## src/rtl/thor2022_pte_writeback.sv

```systemverilog
`default_nettype none
// ============================================================================
//  Module      : thor2022_pte_writeback
//  Description : Page-table-entry write-back queue. Buffers modified 256-bit
//                PTEs evicted from the TLB and writes each one to memory as
//                two 128-bit classic-Wishbone write beats (low half first).
//                A pending entry with the same 32-byte line address is
//                updated in place instead of taking a new slot.
//  Revision    : 1.0 - initial release
// ============================================================================
module thor2022_pte_writeback #(
    parameter int DEPTH = 4,
    parameter int AWID  = 32
) (
    input  logic            clk_i,
    input  logic            rst_ni,
    input  logic            req_i,
    output logic            rdy_o,
    input  logic [AWID-1:0] adr_i,
    input  logic [255:0]    pte_i,
    output logic            cyc_o,
    output logic            stb_o,
    output logic            we_o,
    output logic [15:0]     sel_o,
    output logic [AWID-1:0] adr_o,
    output logic [127:0]    dat_o,
    input  logic            ack_i,
    input  logic            err_i,
    output logic            busy_o,
    output logic [4:0]      count_o,
    output logic            err_o,
    output logic [AWID-1:0] err_adr_o
);

    localparam int         PW      = (DEPTH > 1) ? $clog2(DEPTH) : 1;
    localparam int         TW      = AWID - 5;
    localparam logic [4:0] C_DEPTH = 5'(DEPTH);

    localparam logic [1:0] C_IDLE = 2'd0;
    localparam logic [1:0] C_LO   = 2'd1;
    localparam logic [1:0] C_HI   = 2'd2;
    localparam logic [1:0] C_GAP  = 2'd3;

    // Queue storage: line address (bits [AWID-1:5]) and PTE image per slot
    logic [TW-1:0]   tag_q [DEPTH];
    logic [255:0]    pte_q [DEPTH];

    logic [PW-1:0]   head_q, head_d;
    logic [PW-1:0]   tail_q, tail_d;
    logic [4:0]      count_q, count_d;
    logic [1:0]      state_q, state_d;
    logic            err_q, err_d;
    logic [AWID-1:0] err_adr_q, err_adr_d;

    logic            w_inflight;
    logic            w_hit;
    logic [PW-1:0]   w_hit_idx;
    logic            w_acc;
    logic            w_push;
    logic            w_coal;
    logic            w_err;
    logic            w_pop;
    logic            w_unused;

    // Byte offset within the 32-byte PTE line is irrelevant to the queue
    assign w_unused   = ^adr_i[4:0];

    assign w_inflight = (state_q == C_LO) || (state_q == C_HI);

    // Coalesce search: scan from oldest to youngest so the youngest match wins;
    // the head is excluded while its beats are on the bus
    always_comb begin
        w_hit     = 1'b0;
        w_hit_idx = '0;
        for (int k = 0; k < DEPTH; k++) begin
            if ((5'(k) < count_q) &&
                (tag_q[head_q + PW'(k)] == adr_i[AWID-1:5]) &&
                !((k == 0) && w_inflight)) begin
                w_hit     = 1'b1;
                w_hit_idx = head_q + PW'(k);
            end
        end
    end

    assign rdy_o  = (count_q < C_DEPTH) | w_hit;
    assign w_acc  = req_i & rdy_o;
    assign w_push = w_acc & ~w_hit;
    assign w_coal = w_acc & w_hit;
    assign w_err  = w_inflight & err_i;
    assign w_pop  = w_err | ((state_q == C_HI) & ack_i);

    // Queue pointer, occupancy and error-report next-state values
    always_comb begin
        head_d    = head_q + PW'(w_pop);
        tail_d    = tail_q + PW'(w_push);
        count_d   = count_q + 5'(w_push) - 5'(w_pop);
        err_d     = w_err;
        err_adr_d = w_err ? {tag_q[head_q], 5'b0} : err_adr_q;
    end

    // Control and status registers with synchronous active-low reset
    always_ff @(posedge clk_i) begin
        if (!rst_ni) begin
            state_q   <= C_IDLE;
            head_q    <= '0;
            tail_q    <= '0;
            count_q   <= '0;
            err_q     <= 1'b0;
            err_adr_q <= '0;
        end else begin
            state_q   <= state_d;
            head_q    <= head_d;
            tail_q    <= tail_d;
            count_q   <= count_d;
            err_q     <= err_d;
            err_adr_q <= err_adr_d;
        end
    end

    // Slot storage: new entries at the tail, coalesced data into the matched slot
    always_ff @(posedge clk_i) begin
        if (w_push) begin
            tag_q[tail_q] <= adr_i[AWID-1:5];
            pte_q[tail_q] <= pte_i;
        end else if (w_coal) begin
            pte_q[w_hit_idx] <= pte_i;
        end
    end

    // Bus sequencer next state: two beats, then one idle cycle to release the bus
    always_comb begin
        state_d = state_q;
        case (state_q)
            C_IDLE: if (count_q != 5'd0) state_d = C_LO;
            C_LO: begin
                if (err_i)      state_d = C_GAP;
                else if (ack_i) state_d = C_HI;
            end
            C_HI:   if (err_i || ack_i) state_d = C_GAP;
            default: state_d = C_IDLE;
        endcase
    end

    // Bus outputs decoded from the sequencer state and the head entry
    always_comb begin
        cyc_o = 1'b0;
        stb_o = 1'b0;
        we_o  = 1'b0;
        sel_o = 16'h0000;
        adr_o = '0;
        dat_o = '0;
        case (state_q)
            C_LO: begin
                cyc_o = 1'b1;
                stb_o = 1'b1;
                we_o  = 1'b1;
                sel_o = 16'hFFFF;
                adr_o = {tag_q[head_q], 5'b00000};
                dat_o = pte_q[head_q][127:0];
            end
            C_HI: begin
                cyc_o = 1'b1;
                stb_o = 1'b1;
                we_o  = 1'b1;
                sel_o = 16'hFFFF;
                adr_o = {tag_q[head_q], 5'b10000};
                dat_o = pte_q[head_q][255:128];
            end
            default: ;
        endcase
    end

    assign count_o   = count_q;
    assign busy_o    = (count_q != 5'd0) | cyc_o;
    assign err_o     = err_q;
    assign err_adr_o = err_adr_q;

endmodule
`default_nettype wire

```

## config.mk

```make
export PLATFORM = sky130hd
export DESIGN_NAME = thor2022_pte_writeback
export DESIGN_NICKNAME = d
export VERILOG_FILES = /design/src/rtl/thor2022_pte_writeback.sv
export SDC_FILE = /design/constraint.sdc
export NUM_CORES = 1
export LEC_CHECK = 0
export CAP_MARGIN = 20
export CORE_MARGIN = 2
export CORE_UTILIZATION = 30
export DETAILED_ROUTE_END_ITERATION = 10
export PLACE_DENSITY = 0.6
export SKIP_CTS_REPAIR_TIMING = 1
export SYNTH_ARGS = -nofsm -noshare
export SYNTH_HDL_FRONTEND = slang
export SYNTH_SLANG_ARGS = --single-unit
```

## constraint.sdc

```tcl
create_clock -name clk_i -period 23.1 [get_ports clk_i]
set_input_delay 3.465 -clock clk_i [delete_from_list [all_inputs] [get_ports clk_i]]
set_output_delay 3.465 -clock clk_i [all_outputs]
set_load 0.05 [all_outputs]
```

==> results of run 1 <==
cell type report:
type / instances / area share (%)
diodes: 15 / 0.06229
flip-flops and latches: 1171 / 57.72
repair buffers: 542 / 8.858
clock inverters: 62 / 1.373
well taps: 2160 / 4.485
inverters: 23 / 0.1433
clock buffers: 175 / 5.924
multi-input cells: 1106 / 21.43
logic make-up after synthesis:
kind of cell	Yosys count	share of synthesized area, %
mux	409	16.60
simple gates	327	3.715
flops	1171	71.44
fa+ha+maj	16	0.4267
xor+xnor	90	1.620
compound gates	255	3.918
other cells	1	0.007705
buf+inv	216	2.273
per-stage QoR:
| step | util [%] | instance area (sq um) | hold WS (ns) | total power, mW | instances |
|---|---|---|---|---|---|
| floorplan | - | 48710 | 0.5277 | 4.197 | 2493 |
| global placement | 34.73 | 55820 | 0.4503 | 4.825 | 5002 |
| detailed placement | 34.73 | 55820 | 0.4568 | 4.838 | 5002 |
| CTS | 37.46 | 60220 | 0.4647 | 6.976 | 5239 |
| global route | 37.47 | 60240 | 0.4790 | 7.174 | 5247 |
| finish | 37.48 | 60260 | 0.4609 | 6.873 | 5254 |
power groups by stage:
stage	logic (mW)	clock network, mW	registers, mW
detailed placement	2.12	0	2.72
floorplan	1.39	0	2.81
global route	2.22	2.26	2.69
finish	2.08	2.12	2.67
global placement	2.12	0	2.71
CTS	2.13	2.17	2.68
layout by cell type, fill, tap and decap left out, drive strengths merged, types with 9 or more instances in the layout:
master	n
nand4	11
edfxtp	1132
nand2	78
inv	32
nor2b	153
clkbuf	175
ha	15
xor2	21
xnor2	69
mux4	312
mux2i	86
and2	16
a21oi	15
bufinv	14
a21boi	24
clkdlybuf4s50	497
nor2	27
a22oi	130
mux2	11
clkinv	37
o21ai	21
diode	15
nor3	10
dfxtp	39
conb	9
buf	45
state kept, by name, indices dropped and copies added, names as in the netlist:
signal	count
count_o	5
err_adr_o	27
err_o	1
head_q	2
pte_q	1024
state_q	2
tag_q	108
tail_q	2
critical path: stages:
cell                              delay, ns
sky130_fd_sc_hd__clkdlybuf4s50_1       0.89
sky130_fd_sc_hd__xor2_1                0.27
sky130_fd_sc_hd__nor4_1                0.50
sky130_fd_sc_hd__nand4_1               0.29
sky130_fd_sc_hd__or4_1                 0.67
sky130_fd_sc_hd__o31a_1                0.21
sky130_fd_sc_hd__nand3_1               0.16
sky130_fd_sc_hd__clkdlybuf4s50_1       0.86
path summary, 6_finish.rpt:
kind	startpoint	end	slack, ns	depth (start not counted)
min reg2reg	err_adr_o[17]$_SDFFE_PN0P_	err_adr_o[17]$_SDFFE_PN0P_	0.46	2
min	err_adr_o[17]$_SDFFE_PN0P_	err_adr_o[17]$_SDFFE_PN0P_	0.46	2
max	adr_i[29]	rdy_o	12.31	8
max reg2reg	head_q[0]$_SDFF_PN0_	pte_q[1][148]$_DFFE_PP_	14.22	14
per-layer routing:
layer	part of all wire [%]	up-vias	wire length [um]	track usage [%]
li1	-	11160	-	-
met1	40	13130	49730	18.39
met2	48	861	60330	24.14
met3	8.9	238	11130	5.536
met4	3.0	46	3803	5.075
met5	0.23	-	287	0
==> qor_table.md, run 1 <==
| Item | Reported |
| --- | --- |
| Slew of the pin with the lowest slew margin | 1.053 ns |
| Total routed wirelength | 125300 um |
| CTS Root Cell | sky130_fd_sc_hd__clkbuf_16 |
| Final-report setup violation count | 0 |
| Share of total power in the clock network | 30.8% |
| CP arrival | 7.33 ns |
| Crit path launch type | primary input |
| Cell type contributing the most total cell area after synthesis | sky130_fd_sc_hd__edfxtp_1 |
| Aggregate global-route resource usage | 14.93% |
| Total negative slack for setup checks | 0 ns |
| Number of synthesized register bits | 1171 |
| Startpoint-to-endpoint class of the critical path | in2out |
| Nature of the critical path endpoint | primary output |
| Die Span X | 406.8 um |
| Total iterations of the first detailed-routing run | 5 |
| Area of the die | 0.1655 sq mm |
| Final critical-path setup slack | 12.31 ns |
| IO Pins | 512 |
| Maximum clock rate | 92.65 MHz |
| Synthesis Warnings | 0 |
| Iter 0 DRT Violations | 1904 |
| Final worst path period share | 46.73% |
| Layout net count | 3286 |
| Vias in the first global route | 26150 |
| Worst ir drop on vdd | 0.0001142 V |
| Post-synth top cells | sky130_fd_sc_hd__edfxtp_1, sky130_fd_sc_hd__mux4_2, sky130_fd_sc_hd__nor2b_1 |
| Sw Share | 32.42% |
| Area occupied by multi-input gates | 0.01291 sq mm |
| PD cells | 114.1 mW/mm^2 |
| Port buffer count | 497 |
| Register cell area after layout | 0.03478 sq mm |
| Number of distinct library cells after synthesis | 77 |
| Dominant cells by area after synthesis | sky130_fd_sc_hd__edfxtp_1, sky130_fd_sc_hd__mux4_2, sky130_fd_sc_hd__a22oi_1 |
| Number of synthesized flops with an enable pin | 1132 |
| First-pass GRT wire length | 179400 um |
| Avg WL per Cell | 23.84 um |
| Area growth, synth to finish | 23.80% |
| RSZ-0062 raised after global routing | false |
| Gpl congestion | 0.8479 |
| Maximum number of pins on one net before global-route repair | 114 |
| Placeable core area | 0.1608 sq mm |
| Placement Rows | 147 |
| Clk Latency, worst-skew pair | 0.75 ns |
| Leading cell type by number of instances after synthesis | sky130_fd_sc_hd__edfxtp_1 |
| # fillers | 14900 |
| Final number of hold-violating endpoints | 0 |
| Leading register cell type out of synthesis | sky130_fd_sc_hd__edfxtp_1 |
| Setup WS pre-CTS | 12.43 ns |
| Antenna violations before repair | 45 |
| Minimum period implied by the final worst setup slack | 10.79 ns |
| Critical path data required time | 19.64 ns |
| Internal power | 4.645 mW |
| Layout cell share with drive strength beyond 1 | 18.29% |
| Proportion of netlist area held by the largest area contributor | 69.84% |
| Die Height | 406.8 um |
| Cells after synthesis | 2485 |
| Syn_area_per_cell | 19.59 sq um |
| Starting utilization of the core area | 30.28% |
| Final Max Tran Viols | 0 |
| Lkg Pwr | 18.29 nW |
| Final HPWL from detailed placement | 78120 um |
| Overflow left after global routing | 0 |
| Vias per inst | 4.842 |
| CTS tree | done |
| Highest net fanout along the worst path | 13 |
| Total number of clock tree sinks | 1171 |
| Clk_skew | 0.04096 ns |
| Number of clock buffers inserted by TritonCTS | 133 |
| Combinational group share of total power | 30.3% |
| Post-DRT Antenna Nets | 0 |
| Sequential power share | 38.9% |
| Remaining max-slew budget at the tightest pin | 29.78% |
| Run status | complete, no violations |
| Total DRC errors in the routed layout | 0 |
| Detailed-route via count | 25440 |
| Number of max-cap violations | 0 |
| Switching component of the power | 2.228 mW |
| Fraction of synthesis flops using an asynchronous set or reset pin | 0% |
| Clock-pin transition on the worst setup and hold timing paths | 0.06 ns |
| Post-synthesis cell area | 0.04867 sq mm |
| Type of the tightest min-delay check | reg2reg |
| Count of H-tree levels built during CTS | 4 |
| Post-synthesis sequential area ratio | 71.44% |
| CTS Buffer Depth | 3 |
No activity file was read; power rests on OpenSTA's default activity.
==> run 2, diff against run 1 <==
- PLACE_DENSITY: 0.6 -> 0.59
- clock period: 23.1 -> 10.48 ns (I/O delays scaled with it)
==> run 2 against run 1 <==
Against the previous run:
- sequential share of layout area grew 0.10 points
- clock power grew 110%
- count of clock-buffer cells in the layout shrank 4
- highest routed layer unchanged
- sequential power increased by 120%
- power rose by 120%
- critical path type is now reg2out
- non-clock buffer count shrank 6
- final cell count shrank 0.46%
- largest cell class unchanged
- first-iteration DRC count fell by 2.0%
- clock skew up 0.010 ns
- via count up 0.64%
- die area stayed put
==> qor_table.md, run 2 (synthesized netlist as in run 1, its figures left out) <==
| Item | Reported | Delta |
| --- | --- | --- |
| Highest net fanout along the worst path | 63 | +50 |
| Cell-by-cell listing of the critical path | buf_4, mux4_1, xnor2_1, nor4_1, nand4_1, or4_1, o31a_1, nand3_2, clkdlybuf4s50_1 |  |
| Most heavily used metal layer in global routing | met2 |  |
| Number of cell instances on the worst register-to-register path | 12 | -2 |
| Layout cell share with drive strength beyond 1 | 17.86% | -0.42 points |
| Starting utilization of the core area | 30.28% | unchanged |
| Critical path data required time | 8.91 ns | -10.73 ns |
| Most frequent cells in the layout | sky130_fd_sc_hd__edfxtp_1, sky130_fd_sc_hd__clkdlybuf4s50_1, sky130_fd_sc_hd__mux4_2 |  |
| Total number of clock tree sinks | 1171 | unchanged |
| Final number of hold-violating endpoints | 0 | unchanged |
| Minimum period implied by the final worst setup slack | 7.115 ns |  |
| CTS Buffer Depth | 3 | unchanged |
| Crit path to | rdy_o |  |
| Count of H-tree levels built during CTS | 4 | unchanged |
| Total routed wirelength | 126300 um | +0.85% |
| Maximum clock rate | 140.6 MHz |  |
| Overflow left after global routing | 0 | unchanged |
| Total DRC errors in the routed layout | 0 | unchanged |
| Met2 track demand over resource in global routing | 23.28% | -0.86 points |
| Lkg Pwr | 18.19 nW | -0.51% |
| Maximum number of pins on one net before global-route repair | 118 | +3.5% |
| Run status | complete, no violations |  |
| Remaining max-slew budget at the tightest pin | 27.01% | -2.8 points |
| Cell with the biggest individual delay on the critical path | sky130_fd_sc_hd__clkdlybuf4s50_1 |  |
| Reg2Reg Launch Point | head_q[1]$_SDFF_PN0_ |  |
| Die Span X | 406.8 um | unchanged |
| Placement Rows | 147 | unchanged |
| # fillers | 14830 | -0.44% |
| IO Pins | 512 | unchanged |
| Total iterations of the first detailed-routing run | 5 | unchanged |
| Port buffer count | 497 | unchanged |
| CP peak stage delay | 0.91 ns | +0.02 ns |
| Type of the tightest min-delay check | reg2reg |  |
| Crit path launch type | register |  |
| Met1 usage | 19.46% | +1.1 points |
| Vias in the first global route | 26050 | -0.36% |
| Final-report setup violation count | 0 | unchanged |
| Register ranked first by flip-flop count | pte_q |  |
| Total negative slack for setup checks | 0 ns | unchanged |
| GR Util met3 | 5.627% | +0.090 points |
| Layout net count | 3279 | -0.21% |
| Vias per inst | 4.895 | +1.1% |
| Avg WL per Cell | 24.16 um | +1.3% |
| First-pass GRT wire length | 180900 um | +0.80% |
| Area of the die | 0.1655 sq mm | unchanged |
| Aggregate global-route resource usage | 14.98% | +0.043 points |
| Endpoint of the worst-slack reg-to-reg timing path | pte_q[0][124]$_DFFE_PP_ |  |
| Number of max-cap violations | 0 | unchanged |
| CP arrival | 5.54 ns | -1.79 ns |
| RSZ-0062 raised after global routing | false |  |
| Leading cell type in the layout, fill and taps excluded | sky130_fd_sc_hd__edfxtp_1 |  |
| Number of clock buffers inserted by TritonCTS | 132 | -0.75% |
| Placeable core area | 0.1608 sq mm | unchanged |
| Crit path launch | head_q[1]$_SDFF_PN0_ |  |
| Post-DRT Antenna Nets | 0 | unchanged |
| Total power consumption of the routed design | 14.99 mW | +120% |
| Final Max Tran Viols | 0 | unchanged |
| Antenna violations before repair | 44 | -2.2% |
| Final HPWL from detailed placement | 77650 um | -0.60% |
| Die Height | 406.8 um | unchanged |
| Clk Latency, worst-skew pair | 0.76 ns | about the same |
| Detailed-route via count | 25600 | +0.64% |
| Startpoint-to-endpoint class of the critical path | reg2out |  |
| Largest register FFs | 1024 | unchanged |
| Gpl congestion | 0.8283 | -2.3% |
| CTS tree | done |  |
| Area growth, synth to finish | 23.59% |  |
| Final worst path period share | 67.89% |  |
| Flop-to-flop setup slack | 4.04 ns | -10.18 ns |
| Iter 0 DRT Violations | 1865 | -2.0% |
| Worst hold path startpoint | err_adr_o[18]$_SDFFE_PN0P_ |  |
| PD cells | 249.3 mW/mm^2 | +120% |
| CTS Root Cell | sky130_fd_sc_hd__clkbuf_16 |  |
| Slew of the pin with the lowest slew margin | 1.095 ns | +0.04161 ns |
| Clock-pin transition on the worst setup and hold timing paths | 0.06 ns | about the same |
| Area occupied by multi-input gates | 0.01294 sq mm | +0.23% |
| Worst ir drop on vdd | 0.0002452 V | +110% |
| Clk_skew | 0.05112 ns | +0.01016 ns |
| Register cell area after layout | 0.03478 sq mm | unchanged |
| Nature of the critical path endpoint | primary output |  |
==> run 2: cell types whose count changed in the layout (fill, tap and decap cells not counted), sizes merged <==
cell      change
diode        -13
bufinv        -7
clkinv        +7
buf           -6
clkbuf        -4
inv           -3
clkinvlp      +2
==> run 2: cell type report <==
cell class	count	area share (%)
multi-input cells	1106	21.52
inverters	23	0.1435
clock buffers	171	5.841
clock inverters	61	1.167
repair buffers	536	9.007
flip-flops and latches	1171	57.82
well taps	2160	4.493
diodes	2	0.008320
==> run 2: metal layers <==
| layer | wire length (um) | part of all wire [%] |
|---|---|---|
| met5 | 497 | 0.39 |
| met4 | 2944 | 2.3 |
| met3 | 11890 | 9.4 |
| met2 | 59190 | 47 |
| met1 | 51820 | 41 |
==> run 2: where the power goes <==
| group | total (mW) | internal [mW] | switching [mW] |
|---|---|---|---|
| combinational | 4.63 | 1.76 | 2.87 |
| clock | 4.47 | 2.57 | 1.90 |
| sequential | 5.89 | 5.72 | 0.170 |
==> run 2: worst max-delay path, delay by kind of cell, from the launching register on <==
| family | cells | cell delay (ns) |
|---|---|---|
| AND/OR/NAND/NOR | 4 | 1.28 |
| buffers and inverters | 2 | 1.76 |
| AO/OA/AOI/OAI | 1 | 0.23 |
| XOR/XNOR | 1 | 0.15 |
| multiplexers | 1 | 0.45 |
| flip-flops | 1 | 0.86 |
==> run 2: per-stage QoR <==
| stage | area [sq um] | utilization (%) | worst slack [ns] | hold slack, ns | std cells |
|---|---|---|---|---|---|
| 2_1_floorplan | 48770 | - | -1.461 | 0.5277 | 2493 |
| 3_3_place_gp | 55930 | 34.79 | 3.597 | 0.4492 | 4996 |
| 3_5_place_dp | 55930 | 34.79 | 3.548 | 0.4593 | 4996 |
| 4_1_cts | 60150 | 37.42 | 3.244 | 0.4671 | 5228 |
| 5_1_grt | 60150 | 37.42 | 3.099 | 0.4902 | 5229 |
| 6_report | 60150 | 37.42 | 3.365 | 0.4653 | 5230 |
==> run 2: worst min path at each step <==
stage,end,slack [ns],cells past startpoint
floorplan,state_q[1]$_SDFFE_PN0P_,0.53,2
global placement,err_adr_o[13]$_SDFFE_PN0P_,0.45,2
detailed placement,err_adr_o[10]$_SDFFE_PN0P_,0.46,2
CTS,err_adr_o[10]$_SDFFE_PN0P_,0.47,2
global route,err_adr_o[17]$_SDFFE_PN0P_,0.49,2
finish,err_adr_o[18]$_SDFFE_PN0P_,0.47,2
